## config.mk

```make
export PLATFORM = sky130hd
export DESIGN_NAME = seq_trigger
export DESIGN_NICKNAME = d
export VERILOG_FILES = /design/src/rtl/seq_trigger_pkg.sv /design/src/rtl/seq_trigger_match.sv /design/src/rtl/seq_trigger.sv
export SDC_FILE = /design/constraint.sdc
export NUM_CORES = 1
export LEC_CHECK = 0
export CAP_MARGIN = 20
export CORE_AREA = 2 2 76 96
export DETAILED_ROUTE_END_ITERATION = 8
export DIE_AREA = 0 0 78 98
export GPL_TIMING_DRIVEN = 0
export PLACE_DENSITY = 0.89
export SLEW_MARGIN = 15
export SYNTH_ARGS = -nofsm -noshare
export SYNTH_HDL_FRONTEND = slang
export SYNTH_SLANG_ARGS = --single-unit
```

## constraint.sdc

```tcl
create_clock -name i_clk -period 6.81 [get_ports i_clk]
set_input_delay 2.043 -clock i_clk [delete_from_list [all_inputs] [get_ports i_clk]]
set_output_delay 2.043 -clock i_clk [all_outputs]
set_load 0.02 [all_outputs]
```

## src/rtl/seq_trigger_pkg.sv

```systemverilog
// Shared definitions for the seq_trigger sequence detector: state encoding
// and the progress-counter width derivation.
package seq_trigger_pkg;

  typedef enum logic [1:0] {
    IDLE  = 2'd0,
    ARMED = 2'd1,
    FIRED = 2'd2
  } state_e;

  // Progress counts 0..DEPTH-1, so it needs ceil(log2(DEPTH)) bits, minimum 1.
  function automatic int calc_pw(input int depth);
    int w;
    w = 0;
    for (int i = 0; i < 32; i++) begin
      if ((1 << w) < depth) begin
        w = w + 1;
      end
    end
    return (w < 1) ? 1 : w;
  endfunction

endpackage

```

## src/rtl/seq_trigger_match.sv

```systemverilog
// Combinational pattern comparator: selects the pattern word indexed by the
// current progress and flags a match against it and against word 0.
module seq_trigger_match
  import seq_trigger_pkg::*;
#(
  parameter int DW    = 32,
  parameter int DEPTH = 4,
  parameter int PW    = 2
) (
  input  logic [DEPTH*DW-1:0] i_pattern,
  input  logic [DW-1:0]       i_data,
  input  logic [PW-1:0]       i_progress,
  output logic                o_match_cur,
  output logic                o_match_first
);

  logic [DW-1:0] word_sel;

  always_comb begin
    word_sel = '0;
    for (int k = 0; k < DEPTH; k++) begin
      if (i_progress == PW'(k)) begin
        word_sel = i_pattern[k*DW +: DW];
      end
    end
  end

  assign o_match_cur   = (i_data == word_sel);
  assign o_match_first = (i_data == i_pattern[DW-1:0]);

endmodule

```

## src/rtl/seq_trigger.sv

```systemverilog
// Sequence detector: fires when DEPTH consecutive strobed words match the
// programmed pattern in order. Arm/clear control, sticky or pulse firing.
module seq_trigger
  import seq_trigger_pkg::*;
#(
  parameter int DW     = 32,
  parameter int DEPTH  = 4,
  parameter int CW     = 8,
  parameter int STICKY = 1,
  localparam int PW    = calc_pw(DEPTH)
) (
  input  logic                i_clk,
  input  logic                i_reset_n,
  input  logic                i_arm,
  input  logic                i_clear,
  input  logic                i_stb,
  input  logic [DW-1:0]       i_data,
  input  logic [DEPTH*DW-1:0] i_pattern,
  output logic                o_armed,
  output logic                o_triggered,
  output logic [PW-1:0]       o_progress,
  output logic [CW-1:0]       o_fire_count
);

  state_e        state_q, state_d;
  logic [PW-1:0] progress_q, progress_d;
  logic [CW-1:0] count_q, count_d;
  logic          triggered_q, triggered_d;
  logic          match_cur, match_first;

  seq_trigger_match #(
    .DW    (DW),
    .DEPTH (DEPTH),
    .PW    (PW)
  ) u_match (
    .i_pattern     (i_pattern),
    .i_data        (i_data),
    .i_progress    (progress_q),
    .o_match_cur   (match_cur),
    .o_match_first (match_first)
  );

  // Priority: clear, then arm, then strobe.
  always_comb begin
    state_d     = state_q;
    progress_d  = progress_q;
    count_d     = count_q;
    triggered_d = 1'b0;

    if (i_clear) begin
      state_d    = IDLE;
      progress_d = '0;
      count_d    = '0;
    end else begin
      case (state_q)
        IDLE: begin
          if (i_arm) begin
            state_d    = ARMED;
            progress_d = '0;
          end
        end

        ARMED: begin
          if (!i_arm && i_stb) begin
            if (match_cur) begin
              if (progress_q == PW'(DEPTH - 1)) begin
                progress_d  = '0;
                triggered_d = 1'b1;
                if (count_q != {CW{1'b1}}) begin
                  count_d = count_q + CW'(1);
                end
                if (STICKY != 0) begin
                  state_d = FIRED;
                end
              end else begin
                progress_d = progress_q + PW'(1);
              end
            end else if ((DEPTH > 1) && match_first) begin
              // Single-step restart only: a mismatching word that equals
              // word 0 begins a new attempt.
              progress_d = PW'(1);
            end else begin
              progress_d = '0;
            end
          end
        end

        FIRED: begin
          triggered_d = 1'b1;
          progress_d  = '0;
        end

        default: begin
          state_d    = IDLE;
          progress_d = '0;
        end
      endcase
    end
  end

  always_ff @(posedge i_clk or negedge i_reset_n) begin
    if (!i_reset_n) begin
      state_q     <= IDLE;
      progress_q  <= '0;
      count_q     <= '0;
      triggered_q <= 1'b0;
    end else begin
      state_q     <= state_d;
      progress_q  <= progress_d;
      count_q     <= count_d;
      triggered_q <= triggered_d;
    end
  end

  assign o_armed      = (state_q != IDLE);
  assign o_triggered  = triggered_q;
  assign o_progress   = progress_q;
  assign o_fire_count = count_q;

endmodule

```

Word level (Yosys, flattened, before mapping). Cells that the tools add are included.

Equal/unequal tests: 13. Multiplexer cells: 28. Add/sub/neg operators: 2. Reductions and logical operators: 13.

Operators with widths (number): 32-bit two-way mux (4); 32-bit == test (2); 8-bit two-way mux (6); 2-bit two-way mux (10); 3-bit inequality test (second input constant) (4); 2-bit nonzero test (6); 5-bit AND reduction (2); 8-bit by 1-bit adder with 8-bit output (second input constant) (1); 8-bit inequality test (second input constant) (1); 2-bit == test (second input constant) (3); 2-bit case mux with 3 select lines (1); 1-bit two-way mux (5); 2-bit by 1-bit == test with 1-bit output (second input constant) (2); 2-bit logical NOT (2); 2-bit case mux with 2 select lines (1); 2-bit by 1-bit adder with 2-bit output (second input constant) (1); 2-bit inequality test (second input constant) (1); 1-bit case mux with 2 select lines (1); 2-bit AND reduction (1); 1-bit logical AND (1); 1-bit logical NOT (1).

Register bits: 13. Word-level logic and storage cells: 60.

Depth between registers and ports, before layout.
Depth after elaboration: 10. Depth in mapped cells: 13. Gate-level depth less buffers: 10.

Hierarchy. A second synthesis with hierarchy kept.

Cells, all modules: 208. Area total of the unflattened synthesis: 2259.7 um^2.

By module, submodules not included: seq_trigger_match (cells an instance 126, instances 1, area each 1483.9 um^2); seq_trigger (cells an instance 82, instances 1, area each 775.7 um^2).

Least setup slack after synthesis. Ideal clock, no wire load.

Path type: input -> register. Start point: input i_pattern[63]. End point: register count_q[4] (netlist: o_fire_count[4]). Path slack: 3.026 ns. Arrival time: 3.706 ns. Path buffers: 0. Stages: 7. Data required time: 6.732 ns. Cell sequence: a221oi_2 -> or3_1 -> nand4_2 -> nor4_4 -> nand4_2 -> or4_1 -> a21oi_1.

Word-level cells in the longest chain between the ends: 6.

RTL lines: from (decl) (line seq_trigger.sv:18) `input logic [DEPTH*DW-1:0] i_pattern,`; 32-bit two-way mux (3 in series) (line seq_trigger_match.sv:22) `if (i_progress == PW'(k)) begin`; 32-bit == test (line seq_trigger_match.sv:28) `assign o_match_cur = (i_data == word_sel);`; 2-bit nonzero test (no line); 5-bit AND reduction (no line); to (signal assigned) (line seq_trigger.sv:110) `count_q <= count_d;`; to (decl) (line seq_trigger.sv:27) `logic [CW-1:0] count_q, count_d;`.

Every way passes these cells. A chain may end at the register's enable or synchronous reset.

Final worst setup path.
Start point: input i_pattern[77]. End point: register state_q[1].

Word-level cells in the longest chain between the ends: 5.

RTL lines: 32-bit two-way mux (2 in series) (line seq_trigger_match.sv:22); 32-bit == test (line seq_trigger_match.sv:28); 3-bit inequality test (no line); 5-bit AND reduction (no line); to (signal assigned) (line seq_trigger.sv:108) `state_q <= state_d;`; to (decl) (line seq_trigger.sv:25) `state_e state_q, state_d;`.

Every way passes these cells.

==> results.cfg <==
[flow_run]
cap_violations = 0

[pwr]
p_leak_nw = 1.62
ir_worst_vdd_mv = 0.0701
total_power_mw = 0.408
powerDensity_nw_per_um2 = 91.2

[sta]
grt_setup_unrepaired = no
finalSetupViolations = 0
slew_viol_final = 0
worst_slew_pin_slew_ns = 0.715
fin_setup_tns_ns = 0
hold_violations = 0
whs_ns = 0.575
period_minus_slack_ns = 4.49
maxSlewHeadroom_pct = 52.3
fmax_ghz = 0.223
fin_crit_sh_pct = 66.0
skew_ns = 0.00285
setup_ws_ns = 2.32

[synthesis]
postSynth.asyncResetShare_pct = 100
yosys-top-cells-area = a221oi_2, dfrtp_1, xor2_1
synth_edf_count = 0
synth_top_family_by_area = compound AO/OA/AOI/OAI gates
syn-cell-area_um2 = 2550
yosys.area.top_type = a221oi_2
synthMuxAreaShare_pct = 0
netlist_instances = 317
synthSimpleGateAreaFrac_pct = 28.0
syn_nets = 491
yosys-top-cells-count = xor2_1, o21ai_0, or3_1
synth.most_common_cell = xor2_1
ys_ff_latch = 13
yosysTopAreaCellShare_pct = 14.7
avgSynthCellArea_um2 = 8.04
ys.flop_type = dfrtp_1
synth.distinct_cells = 42
synth_compound_area_share_pct = 37.1
synth_warnings = 0
seq_area_frac_synth_pct = 12.8
synth-adder-area-share_pct = 4.42
synth_xor_area_share_pct = 11.3

[clocking]
htreeDepth = 1
clock-sinks = 13
clockBufferDepth = 2
ctsHoldBuffers = 0
post-cts-setup-buffers = 0
clk_pin_slew_ns = 0.06
root_buffer = clkbuf_8
cts-resized-gates = 0
cts-buffers-inserted = 3
clock_latency_ns = 0.25
cts_tree = built

[setup_path]
startpoint_type = primary input
critPathMaxFanout = 10
end_kind = flop
critical_path_class = in2reg
cp_slowest_cell = clkdlybuf4s50_1
arrival_ns = 4.61
cp.required_ns = 6.93
path_cells = clkdlybuf4s50_1 > o22ai_1 > or3_1 > nand4_1 > nor4_2 > nand4_2 > clkbuf_1 > o31ai_1 > o21ai_0
cpPeakStageDelay_ns = 0.44
critPathBufInv = 2
crit_family = simple AND/OR/NAND/NOR gates

[global_routing]
first_global_vias = 3636
grt_pass1_wl_mm = 17.9
grt_overflow = 0
grt_max_degree = 14
antenna_found_initial = 0
grt_usage_pct = 29.3

[placed_design]
place_inst = 583
dpl_cell_area_um2 = 4420
portBuffers = 176
place_ws_ns = 2.15
place_congestion = 0.920
dp_hpwl_mm = 9.69

[layout]
stdcell_count = 587
antenna_cells = 0
drive_above_1_share_pct = 9.46
stdcell_area_um2 = 4470
nFillCells = 582
multiInputGateArea_um2 = 2060
regArea_um2 = 325
syn2layout_area_growth_pct = 75.3
nNetsFinal = 672
finish.utilization_pct = 65.6

[floorplan]
start_util_pct = 37.4
boundaryPins = 177
fp.dieH_um = 98
die_x_um = 78
core_area_um2 = 6810
die_area_um2 = 7640
fp-row-count = 34

[route]
post-route-drc-count = 0
drtIter0Drc = 214
postRouteAntennaNets = 0
route.vias.total = 3597
post_drt_wl_per_cell_um = 19.8
drt_pass1_iterations = 5
avgViaCountPerCell = 6.13
wirelength_mm = 11.6

[min_path]
hp-class = reg2reg

[run_status]
status = finished, final reports clean
cells in the final DEF (no fill, tap or decap), types with 2 or more instances in the layout:
master | Yosys | final
a211oi_1 | 2 | 2
a21oi_1 | 8 | 8
a221oi_1 | 6 | 6
a221oi_2 | 25 | 25
a22oi_1 | 2 | 2
and3_1 | 3 | 3
buf_1 | 3 | 3
buf_2 | 6 | 6
buf_4 | 3 | 3
buf_6 | 4 | 4
clkbuf_1 | 5 | 6
clkbuf_8 | 0 | 3
clkdlybuf4s50_1 | 0 | 176
dfrtp_1 | 13 | 13
ha_1 | 9 | 9
inv_1 | 9 | 9
nand2_1 | 6 | 6
nand3_1 | 8 | 8
nand4_1 | 17 | 17
nand4_2 | 2 | 2
nor2_1 | 20 | 20
nor2b_1 | 4 | 4
nor3_1 | 2 | 2
nor4_1 | 8 | 8
nor4_2 | 3 | 3
o21ai_0 | 30 | 30
o22ai_1 | 24 | 24
o31ai_1 | 13 | 13
or3_1 | 26 | 26
or4_1 | 11 | 11
xor2_1 | 32 | 32
power breakdown:
part | leakage [nW] | internal (mW) | total [mW] | switching (mW)
logic | 1.41 | 0.139 | 0.246 | 0.107
registers | 0.180 | 0.0833 | 0.0888 | 0.00544
clock network | 0.0228 | 0.0414 | 0.0728 | 0.0313
sequential cells by signal, summed over array words and instances, names as in the netlist:
name	cells
o_fire_count	8
o_triggered	1
state_q	2
o_progress	2
layer usage:
| layer | wire length, um | track usage [%] | share of wire (%) | up-vias |
|---|---|---|---|---|
| met5 | 0 | 0 | 0 | - |
| met4 | 518 | 11.7 | 4.5 | 0 |
| met3 | 1130 | 6.56 | 9.7 | 47 |
| met2 | 5740 | 53.1 | 49 | 235 |
| met1 | 4230 | 32.9 | 36 | 1667 |
| li1 | - | - | - | 1648 |
cells by family after synthesis:
logic type / after synthesis
DFF: 13
adders and majority gates: 9
AOI/OAI and AO/OA: 116
buffers and inverters: 30
and+or+nand+nor: 116
xor gates and xnor gates: 33
worst register-to-register path, stage by stage (launching register included):
cell and delay, ns:
dfrtp_1 0.48, ha_1 0.26, buf_6 0.14, inv_1 0.19, buf_1 0.49, o22ai_1 0.26, o21ai_0 0.20, nand4_1 0.12
nor4_2 0.44, nand4_2 0.35, clkbuf_1 0.33, o31ai_1 0.33, o21ai_0 0.14
final timing paths:
path,start,end,slack [ns],cells after the start
max in group asynchronous,i_reset_n,o_fire_count[6]$_DFFE_PN0P_,4.23,1
max reg2reg,o_progress[0]$_DFFE_PN0P_,state_q[1]$_DFFE_PN0P_,2.94,12
min reg2reg,o_fire_count[4]$_DFFE_PN0P_,o_fire_count[4]$_DFFE_PN0P_,0.57,2
min,o_fire_count[4]$_DFFE_PN0P_,o_fire_count[4]$_DFFE_PN0P_,0.57,2
min in group asynchronous,i_reset_n,o_fire_count[2]$_DFFE_PN0P_,2.18,1
max,i_pattern[77],state_q[1]$_DFFE_PN0P_,2.32,9
final cells by class:
type / instances / share of cell area [%]
Buffer: 21 / 2.86
Clock buffer: 4 / 1.01
Inverter: 9 / 0.756
Multi-Input combinational cell: 274 / 46.1
Sequential cell: 13 / 7.28
Tap cell: 90 / 2.52
Timing Repair Buffer: 176 / 39.4
Power figures use the tool's default switching activity.
==> patch: new RTL, config.mk and constraints unchanged <==
Make the reset (`i_reset_n`) synchronous in one clocked block.
--- a/src/rtl/seq_trigger.sv
+++ b/src/rtl/seq_trigger.sv
@@ -98,7 +98,7 @@
     end
   end
 
-  always_ff @(posedge i_clk or negedge i_reset_n) begin
+  always_ff @(posedge i_clk) begin
     if (!i_reset_n) begin
       state_q     <= IDLE;
       progress_q  <= '0;
Formal check against the unedited RTL: differs if i_reset_n is asserted again (counterexample within 4 cycles, from zero or initial values and one cycle with i_reset_n low); with i_reset_n held inactive, the same outputs for 10 cycles.
==> patch against the original RTL <==
  * Sequential share of layout area fell by 1.1 points
  * Area after synthesis fell by 11%
  * Worst setup slack worse by 16 ps
  * Largest cell class is now buffers
  * Routed wire length decreased by 5.6%
  * Cell area is 6.1% lower
  * Power shrank 23%
  * First-iteration DRC count fell by 41%
  * Sequential cell count stayed put
==> patch: results (changes against the original RTL) <==
[place]
post_dp_cell_area_um2 = 4150  ; -6.2%
dp_cells = 579  ; -0.69%
routabilityCongestion = 0.891  ; -3.1%
dp_hpwl_um = 9070  ; -6.4%

[worst_setup_path]
worst_path_dominant_cell_family = simple AND/OR/NAND/NOR gates
crit_path_max_fanout = 10  ; unchanged
worst_r2r_path_depth = 14  ; +2
r2r_setup_slack_ps = 3270  ; +330 ps
peak_per_stage_delay_on_the_critical_path_ps = 510  ; +70 ps
worst-endpoint-arrival_ps = 4680  ; +70 ps

[routing]
drt-initial-drc-count = 127  ; -41%
drt_pass1_iterations = 4  ; -1
wirelength_um = 11000  ; -5.6%
avgRoutedWirePerCell_um = 18.8  ; -5.0%
vias_per_cell = 5.80  ; -5.4%

[cells_and_area]
design.final.nets = 668  ; -0.60%
fillers = 624  ; +7.2%
n_antenna_cell = 0  ; unchanged
layout-drive-gt1-share = 0.0385  ; -0.0560
largest_reg_flops = 8  ; unchanged

[logic_synthesis]
synth-seq-area-share = 0.114  ; -0.0132
syn-num-nets = 487  ; -0.81%
synth-async-reset-ratio = 0  ; -1.00
postSynth.topFlopCell = dfxtp_1
synthTopCellsByCount = 33 x xor2_1, 31 x a221oi_1, 26 x o21ai_0, 26 x or3_1, 24 x nor2_1
synth_top_cells_by_area = xor2_1 13%, a221oi_1 12%, dfxtp_1 11%, or3_1 7.2%, o22ai_1 6.3%
netlist_instances = 313  ; -1.3%
synth.lib_cells_used.distinct = 38  ; -9.5%

[timing]
max-slew-margin-rel = 0.631  ; +0.108
fin_worst_skew_ps = 3.89  ; +1.04 ps

[global_routing]
grt_first_pass_wirelength_um = 16300  ; -8.8%
first_global_vias = 3445  ; -5.3%
pin_count_of_the_biggest_net_entering_global_routing = 11  ; -3
global_route.usage.total = 0.268  ; -0.0252

[power]
static-leakage-power_nw = 1.50  ; -7.3%
vdd_ir_drop_max_mv = 0.0861  ; +23%

[clock_tree]
worst_skew_pair.late_latency_ps = 250  ; about the same
clock_tree.htree_level_count = 1  ; unchanged
cts_setup_buffers = 0  ; unchanged
clk_pin_slew_worst_paths_ps = 60  ; about the same

[status]
status = finished, final reports clean

-- patch: area by class of cell --
type                       instances  area [um^2]  area share
clock buffer                       4         45.0      0.0107
multi-input combinational        271         1850       0.442
timing repair buffer             176         1760       0.420
inverter                           8         30.0     0.00716
sequential                        13          260      0.0621
buffer                            21          130      0.0310
tap                               90          113      0.0269
-- patch: logic make-up after synthesis --
group | count (synthesis) | synth area share
and+or+nand+nor | 122 | 0.312
AOI/OAI and AO/OA | 104 | 0.314
adders and majority gates | 9 | 0.0495
muxes | 2 | 0.00881
DFF | 13 | 0.114
buffers and inverters | 29 | 0.0704
xor gates and xnor gates | 34 | 0.131
-- patch: power breakdown --
group	switching (W)	leakage (nW)	internal [W]
clock network	0.0000287	0.0228	0.0000414
registers	0.000000232	0.105	0.0000765
logic	0.0000567	1.37	0.000110
total	0.0000857	1.50	0.000228
-- patch: per-layer routing --
layer,global-route usage,wire (um)
met1,0.273,4000
met3,0.0693,1090
met4,0.103,375
met5,0,0
met2,0.513,5500
-- patch: worst register-to-register path: stages, from the launching register on --
cell,delay [ps]
dfxtp_1,420
ha_1,170
buf_2,200
clkbuf_1,450
a211oi_1,150
a221oi_1,340
xnor2_1,180
nand3_1,110
nor4_1,270
and4_1,270
buf_4,170
nand4_4,110
buf_6,160
or3_1,340
a21oi_1,140
-- patch: worst paths after layout --
| path | from | end |
|---|---|---|
| worst max register to register | o_progress[0]$_SDFFE_PP0P_ | o_fire_count[3]$_SDFFE_PP0P_ |
| worst min register to register | o_progress[1]$_SDFFE_PP0P_ | o_progress[1]$_SDFFE_PP0P_ |
| worst min-delay path | o_progress[1]$_SDFFE_PP0P_ | o_progress[1]$_SDFFE_PP0P_ |
| worst max-delay path | i_pattern[0] | o_fire_count[3]$_SDFFE_PP0P_ |
-- patch: metrics by stage --
stage                     hold WS (ps)  setup slack (ps)  utilization
final                              505              2300        0.616
after CTS                          509              2310        0.616
after global routing               556              2200        0.616
after global placement             486              2130        0.609
after detailed placement           500              2070        0.609
after floorplan                    484              2900            -
